File: src/rtl/fp_csr_unit.sv
// fp_csr_unit: executes Zicsr accesses to fflags/frm/fcsr and accumulates
// sticky FPU exception flags. It resolves the dynamic rounding mode and
// drives the downstream FCSR holding register.
// Ports:
//   clock, reset                 - clock, async active-low reset
//   csr_valid/addr/op/wdata      - CSR request (one per cycle max)
//   csr_rvalid/rdata/illegal     - registered response, one cycle later
//   fpu_valid, fpu_flags         - retiring FPU op and its {NV,DZ,OF,UF,NX}
//   instr_rm, rm_out, rm_illegal - rounding-mode resolution (combinational)
//   frm, NV..NX, reserved        - FCSR holding-register inputs
//   fs_dirty                     - one-cycle pulse after any state change
module fp_csr_unit #(
    parameter int unsigned RESP_LATENCY = 1,
    parameter logic [23:0] RESERVED_VAL = 24'h0
) (
    input  logic        clock,
    input  logic        reset,
    input  logic        csr_valid,
    input  logic [11:0] csr_addr,
    input  logic [2:0]  csr_op,
    input  logic [31:0] csr_wdata,
    output logic        csr_rvalid,
    output logic [31:0] csr_rdata,
    output logic        csr_illegal,
    input  logic        fpu_valid,
    input  logic [4:0]  fpu_flags,
    input  logic [2:0]  instr_rm,
    output logic [2:0]  rm_out,
    output logic        rm_illegal,
    output logic [2:0]  frm,
    output logic        NV,
    output logic        DZ,
    output logic        OF,
    output logic        UF,
    output logic        NX,
    output logic [23:0] reserved,
    output logic        fs_dirty
);

    localparam int unsigned FLAGS_W = 5;
    localparam int unsigned FRM_W   = 3;
    localparam int unsigned FCSR_W  = FLAGS_W + FRM_W;

    localparam logic [11:0] ADDR_FFLAGS = 12'h001;
    localparam logic [11:0] ADDR_FRM    = 12'h002;
    localparam logic [11:0] ADDR_FCSR   = 12'h003;

    // Only single-cycle response latency is implemented.
    localparam bit LAT_OK = (RESP_LATENCY == 32'd1);

    logic [FRM_W-1:0]   frm_q;
    logic [FLAGS_W-1:0] fflags_q;
    logic [FRM_W-1:0]   frm_next;
    logic [FLAGS_W-1:0] fflags_next;
    logic [FCSR_W-1:0]  old_val;
    logic [FCSR_W-1:0]  new_val;
    logic               req_legal;
    logic               wr_en;

    // Request decode, read mux and read-modify-write of the addressed field.
    always_comb begin
        req_legal = 1'b0;
        old_val   = '0;
        new_val   = '0;
        wr_en     = 1'b0;

        unique case (csr_addr)
            ADDR_FFLAGS: begin
                req_legal = 1'b1;
                old_val   = FCSR_W'({3'b0, fflags_q});
            end
            ADDR_FRM: begin
                req_legal = 1'b1;
                old_val   = FCSR_W'({5'b0, frm_q});
            end
            ADDR_FCSR: begin
                req_legal = 1'b1;
                old_val   = {frm_q, fflags_q};
            end
            default: req_legal = 1'b0;
        endcase

        // funct3 0 and 4 are not CSR accesses
        if (csr_op[1:0] == 2'd0) begin
            req_legal = 1'b0;
            old_val   = '0;
        end

        unique case (csr_op[1:0])
            2'd1:    new_val = csr_wdata[FCSR_W-1:0];
            2'd2:    new_val = old_val | csr_wdata[FCSR_W-1:0];
            2'd3:    new_val = old_val & ~csr_wdata[FCSR_W-1:0];
            default: new_val = old_val;
        endcase

        // Set/clear with a zero operand is a pure read
        wr_en = csr_valid && req_legal
             && ((csr_op[1:0] == 2'd1) || (csr_wdata != 32'd0));
    end

    // Next-state: CSR write first, then the (older) FPU flags ORed on top.
    always_comb begin
        frm_next    = frm_q;
        fflags_next = fflags_q;

        if (wr_en) begin
            unique case (csr_addr)
                ADDR_FFLAGS: fflags_next = new_val[FLAGS_W-1:0];
                ADDR_FRM:    frm_next    = new_val[FRM_W-1:0];
                ADDR_FCSR: begin
                    frm_next    = new_val[FCSR_W-1:FLAGS_W];
                    fflags_next = new_val[FLAGS_W-1:0];
                end
                default: ;
            endcase
        end

        if (fpu_valid) begin
            fflags_next = fflags_next | fpu_flags;
        end
    end

    // Architectural state and registered response.
    always_ff @(posedge clock or negedge reset) begin
        if (!reset) begin
            frm_q       <= '0;
            fflags_q    <= '0;
            csr_rvalid  <= 1'b0;
            csr_rdata   <= '0;
            csr_illegal <= 1'b0;
            fs_dirty    <= 1'b0;
        end else begin
            frm_q       <= frm_next;
            fflags_q    <= fflags_next;
            csr_rvalid  <= csr_valid & LAT_OK;
            csr_rdata   <= (csr_valid && req_legal) ? 32'(old_val) : 32'd0;
            csr_illegal <= csr_valid & ~req_legal;
            fs_dirty    <= (frm_next != frm_q) || (fflags_next != fflags_q);
        end
    end

    // Dynamic rounding mode resolves to frm; 5..7 are reserved encodings.
    always_comb begin
        rm_out     = (instr_rm == 3'b111) ? frm_q : instr_rm;
        rm_illegal = (rm_out >= 3'd5);
    end

    assign frm                  = frm_q;
    assign {NV, DZ, OF, UF, NX} = fflags_q;
    assign reserved             = RESERVED_VAL;

endmodule

File: config.mk
export PLATFORM = sky130hd
export DESIGN_NAME = fp_csr_unit
export DESIGN_NICKNAME = d
export VERILOG_FILES = /design/src/rtl/fp_csr_unit.sv
export SDC_FILE = /design/constraint.sdc
export NUM_CORES = 1
export LEC_CHECK = 0
export BUFFER_PORTS_ARGS = -buffer_cell sky130_fd_sc_hd__buf_4
export CORE_MARGIN = 1
export CORE_UTILIZATION = 37
export DETAILED_ROUTE_END_ITERATION = 10
export GPL_ROUTABILITY_DRIVEN = 0
export HOLD_SLACK_MARGIN = 0.02
export PLACE_DENSITY = 0.89
export SYNTH_ARGS = -nofsm -noshare
export SYNTH_HDL_FRONTEND = slang
export SYNTH_SLANG_ARGS = --single-unit
File: constraint.sdc
create_clock -name clock -period 1.69 [get_ports clock]
set_clock_uncertainty 0.1 [all_clocks]
set_input_delay 0.0845 -clock clock [delete_from_list [all_inputs] [get_ports clock]]
set_output_delay 0.0845 -clock clock [all_outputs]
set_load 0.01 [all_outputs]
==> results.txt, run 1 <==
----------------------------------------------------
[Run status]
  Result of the run ... finished, violations left
  Failing checks ... DRC, setup timing

[Timing]
  RSZ-0062 raised after global routing ... yes
  TNS Setup ... -2560 ps
  Final clock period utilization by the worst path ... 126.0%
  Number of setup violations in the final report ... 10
  Clock period minus worst slack ... 2130 ps
  Count of final max-slew check failures ... 0
  Final hold slack ... 32.90 ps
  Min setup slack post-route ... -440.1 ps
  Count of endpoints failing hold in the final timing report ... 0
  Highest attainable clock frequency ... 469.5 MHz

[Detailed routing]
  Antenna Nets Post-Route ... 0
  Routed wire length per instance ... 14.68 um
  DRC violations left ... 5
  Number of vias in the routed layout ... 2098
  Initial DRT Pass Iterations ... 11
  Number of DRC violations after detailed-routing iteration 0 ... 178
  Via-per-instance ratio ... 5.193
  Total wire length ... 5929 um

[Clock network]
  Clk root buf ... clkbuf_8
  Cts bufs inserted ... 3
  Clock-pin slew on the worst setup and hold paths ... 70 ps
  CTS Sinks ... 19
  Worst-skew pair later-pin latency ... 260 ps
  H-tree depth ... 1
  Max Root-Sink Buffers ... 2
  TritonCTS clock tree ... yes

[Yosys]
  Number of enable-type register cells in the synthesized netlist ... 0
  Synth cell types ... 46
  Syn avg cell area ... 8.121 um2
  Proportion of register bits with asynchronous set or reset after synthesis ... 100.0%
  Part of the Yosys area used for sequential elements ... 26.86%
  Cell area after synthesis ... 1770 um2
  Synth Register Bits ... 19
  Post-synthesis cell count ... 218
  Dominant register cell in the synthesized netlist ... dfrtp_1
  Yosys warning total ... 0

[Critical path]
  Register-to-register path setup slack ... -310 ps
  Worst R2R End ... fs_dirty$_DFF_PN0_
  Critical Path Sink Type ... flop
  Reg-to-reg critical path startpoint ... frm[1]$_DFF_PN0_
  Critical path start-end classification ... input pin to flop
  Maximum net fanout on the critical path ... 4
  Worst Reg2Reg Path Length in Cells ... 7
  Startpoint Class ... input pin
  Worst path required time ... 1710 ps
  Data arrival time at the worst-slack endpoint ... 2150 ps

[Global route]
  Total congestion overflow after global routing ... 0
  Maximum number of pins on one net before global-route repair ... 20
  Antenna violations before repair ... 0
  Wire length of the first global-routing pass ... 8859 um
  Overall routing resource usage ... 22.44%
  Number of global-route vias before repair ... 1930

[Worst hold path]
  Classification of the worst-slack hold path ... input pin to flop
  Min-Delay Startpoint ... fpu_valid
  Endpoint, Worst Hold ... fflags_q[2]$_DFF_PN0_
  Hold Crit Depth ... 3

[Floorplanning]
  Die outline area ... 5066 um2
  Die Y ... 71.18 um
  Core outline area ... 4474 um2
  Die span in x ... 71.18 um
  I/O pin total ... 130
  Initial Utilization ... 39.57%
  Number of cell rows ... 24

[Pwr]
  P_sw ... 0.3572 mW
  Relative contribution of sequential cells to total power ... 39.2%
  Switching part of the total power ... 30.45%
  Design Power ... 1.173 mW
  Part of the total power dissipated in combinational logic ... 33.9%
  Reported leakage power ... 1.482 nW
  Highest ir drop seen on vdd ... 0.2656 mV
  Int Pwr ... 0.8160 mW
  Total power divided by cell area ... 408.7 nW/um2
  Proportion of power drawn by the clock network ... 27.0%

[Placed design]
  Area after detailed placement ... 2580 um2
  Post-Place Setup Slack ... -729.0 ps
  Half-perimeter wire length of the detailed placement result ... 4343 um
  DP Cell Count ... 390
  IO buf count ... 80

[Final layout]
  Final Instance Count excl. Fillers ... 404
  Share of layout cells above drive strength 1 ... 46.88%
  Most common library cell in the layout ignoring fill and taps ... buf_4
  Most used cells in the layout excluding fill and tap cells ... buf_4 (125), conb_1 (48), nand2_1 (19), dfrtp_1 (19), inv_1 (14)
  Antenna diode count ... 0
  NumNets Final ... 412
  Post-route cell area ... 2870 um2
  Final design utilization ... 64.15%
  Layout overhead on the synthesized area ... 62.12%

[Job]
  Max-cap check violation count ... 0

----------------------------------------------------
==> synthesized netlist by cell type, types with 2 or more instances <==
| cell type | instances | share of area [%] |
|---|---|---|
| a31oi_1 | 2 | 0.71 |
| a31o_2 | 2 | 0.99 |
| nor4bb_1 | 2 | 1.1 |
| o21ai_0 | 7 | 2.0 |
| and2_1 | 2 | 0.71 |
| mux2i_1 | 7 | 4.0 |
| or4_1 | 2 | 0.85 |
| inv_1 | 14 | 3.0 |
| nor2b_1 | 5 | 1.8 |
| nor4_1 | 12 | 4.2 |
| a222oi_1 | 2 | 1.1 |
| nand4_1 | 2 | 0.71 |
| o211a_1 | 3 | 1.7 |
| or2_2 | 3 | 1.1 |
| nand2b_1 | 3 | 1.1 |
| buf_4 | 49 | 21 |
| nor2_1 | 13 | 2.8 |
| dfrtp_1 | 19 | 27 |
| nor3_1 | 2 | 0.57 |
| a21oi_1 | 6 | 1.7 |
| a22oi_1 | 3 | 1.3 |
| o21a_1 | 2 | 0.85 |
| xnor2_1 | 4 | 2.0 |
| o211ai_1 | 2 | 0.85 |
| a211oi_1 | 2 | 0.85 |
| nand3_1 | 5 | 1.4 |
| or3b_2 | 2 | 0.99 |
| clkbuf_1 | 4 | 0.85 |
| or3_1 | 2 | 0.71 |
| nand2_1 | 19 | 4.0 |
==> flip-flops by register name (all words and copies together), names as in the netlist <==
signal       count
fflags_q         5
csr_rvalid       1
csr_illegal      1
fs_dirty         1
csr_rdata        8
frm              3
==> routing by layer <==
layer	up-vias	part of all wire, %	GRT usage, %
met2	157	51	39.37
met4	0	3.2	10.67
met5	-	0	0
met1	969	37	26.24
met3	26	8.2	4.274
li1	946	-	-
==> worst max-delay path, cell delays in order <==
cell and delay (ps):
buf_6 90, or4_4 520, or3_4 430, o41a_1 410
and3_4 200, o41ai_2 280, nand3_1 130
==> area by class of cell <==
type | instances | area (um2)
fillers | 354 | 1604
repair buffers | 137 | 1065
multi-input cells | 178 | 1167
flip-flops and latches | 19 | 475.5
well taps | 52 | 65.06
inverters | 14 | 52.55
clock buffers | 4 | 45.04
==> power groups by stage <==
stage	Sequential, mW	Combinational (mW)	Clock (mW)
final	0.459	0.398	0.316
after global routing	0.459	0.426	0.343
after CTS	0.460	0.373	0.315
after detailed placement	0.468	0.353	0
after global placement	0.468	0.345	0
after floorplan	0.470	0.231	0
==> how the worst max path moves through the flow <==
stage,depth (start not counted),start,to
6_report,7,csr_addr[9],fs_dirty$_DFF_PN0_
5_1_grt,9,csr_addr[9],fflags_q[0]$_DFF_PN0_
2_1_floorplan,7,csr_addr[9],fs_dirty$_DFF_PN0_
3_3_place_gp,7,csr_addr[9],fs_dirty$_DFF_PN0_
4_1_cts,7,csr_addr[9],fs_dirty$_DFF_PN0_
3_5_place_dp,7,csr_addr[9],fs_dirty$_DFF_PN0_
==> kinds of logic after synthesis <==
logic type	synth area share, %
muxes	3.958
DFF	26.86
AOI/OAI and AO/OA	17.24
buffers and inverters	25.23
and+or+nand+nor	24.03
xor gates and xnor gates	2.473
other	0.2118
==> timing repair <==
item / 4_1_cts / 5_1_grt
gates resized for setup: 17 / 16
hold buffers: 7 / 0
endpoints found under the setup margin: 15 / 16
hold endpoints to repair: 23 / 0
pin swaps: 7 / 5
buffers inserted: 2 / 1
Note: power is estimated with default switching activity, not from simulation.
==> run 2: changes to the inputs <==
--- a/config.mk
+++ b/config.mk
@@ -7,11 +7,11 @@
 export LEC_CHECK = 0
 export BUFFER_PORTS_ARGS = -buffer_cell sky130_fd_sc_hd__buf_4
 export CORE_MARGIN = 1
-export CORE_UTILIZATION = 37
+export CORE_UTILIZATION = 42
 export DETAILED_ROUTE_END_ITERATION = 10
 export GPL_ROUTABILITY_DRIVEN = 0
 export HOLD_SLACK_MARGIN = 0.02
-export PLACE_DENSITY = 0.89
+export PLACE_DENSITY = 0.95
 export SYNTH_ARGS = -nofsm -noshare
 export SYNTH_HDL_FRONTEND = slang
 export SYNTH_SLANG_ARGS = --single-unit
==> constraint.sdc (replaced) <==
create_clock -name clock -period 2.7 [get_ports clock]
set_clock_uncertainty 0.1 [all_clocks]
set_input_delay 0.135 -clock clock [delete_from_list [all_inputs] [get_ports clock]]
set_output_delay 0.135 -clock clock [all_outputs]
set_load 0.01 [all_outputs]
==> run 2 against run 1 <==
Against the previous run:
- the run now ends clean
- final cell count fell by 12%
- critical path depth did not move
- setup slack improved by 860 ps
- hold slack improved by 3.2 ps
- register-to-register slack improved by 920 ps
- global-route usage fell by 0.30 points
- sequential power fell by 37%
- via count fell by 13%
- final area fell by 18%
- non-clock buffer count fell by 47
- routed wire length fell by 19%
- combinational power fell by 49%
- critical path type unchanged
- largest cell class unchanged
- largest power group unchanged
- highest routed layer unchanged
==> results.txt, run 2 (synthesized netlist as in run 1, its figures left out) <==
----------------------------------------------------
[Floorplanning]
  Die span in x ... 66.93 um (-6.0%)
  Core outline area ... 4029 um2 (-10%)
  Number of cell rows ... 23 (-4.2%)
  Die Y ... 66.93 um (-6.0%)
  I/O pin total ... 130 (unchanged)
  Initial Utilization ... 43.94% (+4.4 points)
  Die outline area ... 4479 um2 (-12%)

[Final layout]
  Most common library cell in the layout ignoring fill and taps ... buf_4
  Reg with most FFs ... csr_rdata
  Fillers ... 342 (-3.4%)
  Area used by multi-input combinational logic ... 1025 um2 (-12%)
  Most used cells in the layout excluding fill and tap cells ... buf_4 (86), conb_1 (48), nand2_1 (19), dfrtp_1 (19), inv_1 (14)
  NumNets Final ... 365 (-11%)
  Area used by sequential logic in the layout ... 475.5 um2 (unchanged)
  Post-route cell area ... 2346 um2 (-18%)
  Share of layout cells above drive strength 1 ... 32.79% (-14 points)
  Layout overhead on the synthesized area ... 32.51%
  Max reg flops ... 8 (unchanged)
  Antenna diode count ... 0 (unchanged)

[Placed design]
  Post-Place Setup Slack ... 187.5 ps (+916.5 ps)
  IO buf count ... 80 (unchanged)
  Half-perimeter wire length of the detailed placement result ... 3900 um (-10%)
  Area after detailed placement ... 2261 um2 (-12%)

[Job]
  Max-cap check violation count ... 0 (unchanged)

[Run status]
  Result of the run ... finished clean

[Pwr]
  Highest ir drop seen on vdd ... 0.1390 mV (-48%)
  Total power divided by cell area ... 291.0 nW/um2 (-29%)
  Reported leakage power ... 1.234 nW (-17%)

[Critical path]
  Maximum net fanout on the critical path ... 5 (+1)
  Data arrival time at the worst-slack endpoint ... 2300 ps (+150 ps)
  Startpoint Class ... input pin
  Critical path start-end classification ... input pin to flop
  Worst path required time ... 2720 ps (+1010 ps)
  Critical Path Sink Type ... flop
  Register-to-register path setup slack ... 610 ps (+920 ps)

[Detailed routing]
  Number of DRC violations after detailed-routing iteration 0 ... 136 (-24%)
  Initial DRT Pass Iterations ... 5 (-6)
  Total wire length ... 4789 um (-19%)
  Number of vias in the routed layout ... 1835 (-13%)
  Via-per-instance ratio ... 5.169 (-0.46%)
  DRC violations left ... 0 (-5)
  Antenna Nets Post-Route ... 0 (unchanged)
  Routed wire length per instance ... 13.49 um (-8.1%)

[Timing]
  Clock period minus worst slack ... 2281 ps
  Count of endpoints failing hold in the final timing report ... 0 (unchanged)
  Min setup slack post-route ... 419.2 ps (+859.3 ps)
  Highest attainable clock frequency ... 438.4 MHz
  Final clock period utilization by the worst path ... 84.47%
  RSZ-0062 raised after global routing ... no
  TNS Setup ... 0 ps (+2560 ps)
  Number of setup violations in the final report ... 0 (-10)
  Count of final max-slew check failures ... 0 (unchanged)

[Clock network]
  Max Root-Sink Buffers ... 2 (unchanged)
  CTS Sinks ... 19 (unchanged)
  Worst-skew pair later-pin latency ... 250 ps (about the same)
  TritonCTS clock tree ... yes
  Clk root buf ... clkbuf_8
  Clock-pin slew on the worst setup and hold paths ... 60 ps (about the same)
  H-tree depth ... 1 (unchanged)
  Buffers inserted during post-CTS setup optimization ... 0 (-2)
  Cts bufs inserted ... 3 (unchanged)

[Global route]
  Wire length of the first global-routing pass ... 7410 um (-16%)
  Total congestion overflow after global routing ... 0 (unchanged)
  Overall routing resource usage ... 22.14% (-0.30 points)
  Maximum number of pins on one net before global-route repair ... 20 (unchanged)
  Antenna violations before repair ... 0 (unchanged)
  Number of global-route vias before repair ... 1605 (-17%)

[Worst hold path]
  Classification of the worst-slack hold path ... input pin to flop

----------------------------------------------------
==> run 2: changes by cell type in the layout (fill, tap and decap cells not counted), moves of 2 or more <==
| cell | delta |
|---|---|
| o21ai_0 | +2 |
| buf_6 | -5 |
| nor4_1 | +7 |
| dlygate4sd3_1 | -3 |
| or3_4 | -2 |
| nor4_2 | -6 |
| nor2_1 | +6 |
| nor2_4 | -2 |
| o21ai_1 | -2 |
| or3_1 | +2 |
| nor2_2 | -4 |
| nor3_1 | +2 |
| buf_4 | -39 |
==> run 2: per-layer routing <==
metal  up-vias  wire [um]  global-route usage (%)
li1        852          -                       -
met1       823       1756                   25.96
met2       140       2378                   37.88
met3        20        493                   4.452
met4         0        160                   10.90
met5         -          0                       0
==> run 2: area by class of cell <==
| class | instances | area share (%) |
|---|---|---|
| clock buffers | 4 | 1.920 |
| inverters | 14 | 2.240 |
| multi-input cells | 178 | 43.68 |
| flip-flops and latches | 19 | 20.27 |
| well taps | 50 | 2.667 |
| repair buffers | 90 | 29.23 |
==> run 2: critical path, cell delays in order <==
cell and delay, ps:
buf_4 100, or4_1 560, or3_1 430, a311oi_1 370, a21oi_1 130, o41ai_1 420
nand3_1 140
==> run 2: path summary, 6_finish.rpt <==
kind	cells after the start	startpoint	end
max in group asynchronous	2	reset	fflags_q[4]$_DFF_PN0_
worst min-delay path	3	fpu_flags[2]	fflags_q[2]$_DFF_PN0_
worst max-delay path	7	csr_addr[3]	fs_dirty$_DFF_PN0_
min in group asynchronous	2	reset	csr_rdata[5]$_DFF_PN0_
worst min register to register	2	fflags_q[2]$_DFF_PN0_	fflags_q[2]$_DFF_PN0_
worst max register to register	6	frm[1]$_DFF_PN0_	fs_dirty$_DFF_PN0_
==> run 2: timing repair <==
action,CTS,global route
resized for setup,0,0
hold buffers,4,0
hold endpoints to repair,22,0
==> run 2: where the power goes <==
group	leakage (nW)	total, mW	internal [mW]	switching (mW)
Combinational	0.992	0.202	0.0935	0.108
Clock	0.0228	0.193	0.105	0.0878
Sequential	0.219	0.288	0.287	0.00128
Total	1.23	0.683	0.485	0.197
==> run 2: per-stage QoR <==
stage | std cells | power, mW | hold WS (ps) | util (%)
2_1_floorplan | 265 | 0.4387 | -260.6 | -
3_3_place_gp | 347 | 0.4817 | -88.57 | 56.12
3_5_place_dp | 347 | 0.4863 | -81.95 | 56.12
4_1_cts | 355 | 0.6840 | 25.21 | 58.23
5_1_grt | 355 | 0.7174 | 33.17 | 58.23
6_report | 355 | 0.6826 | 36.15 | 58.23
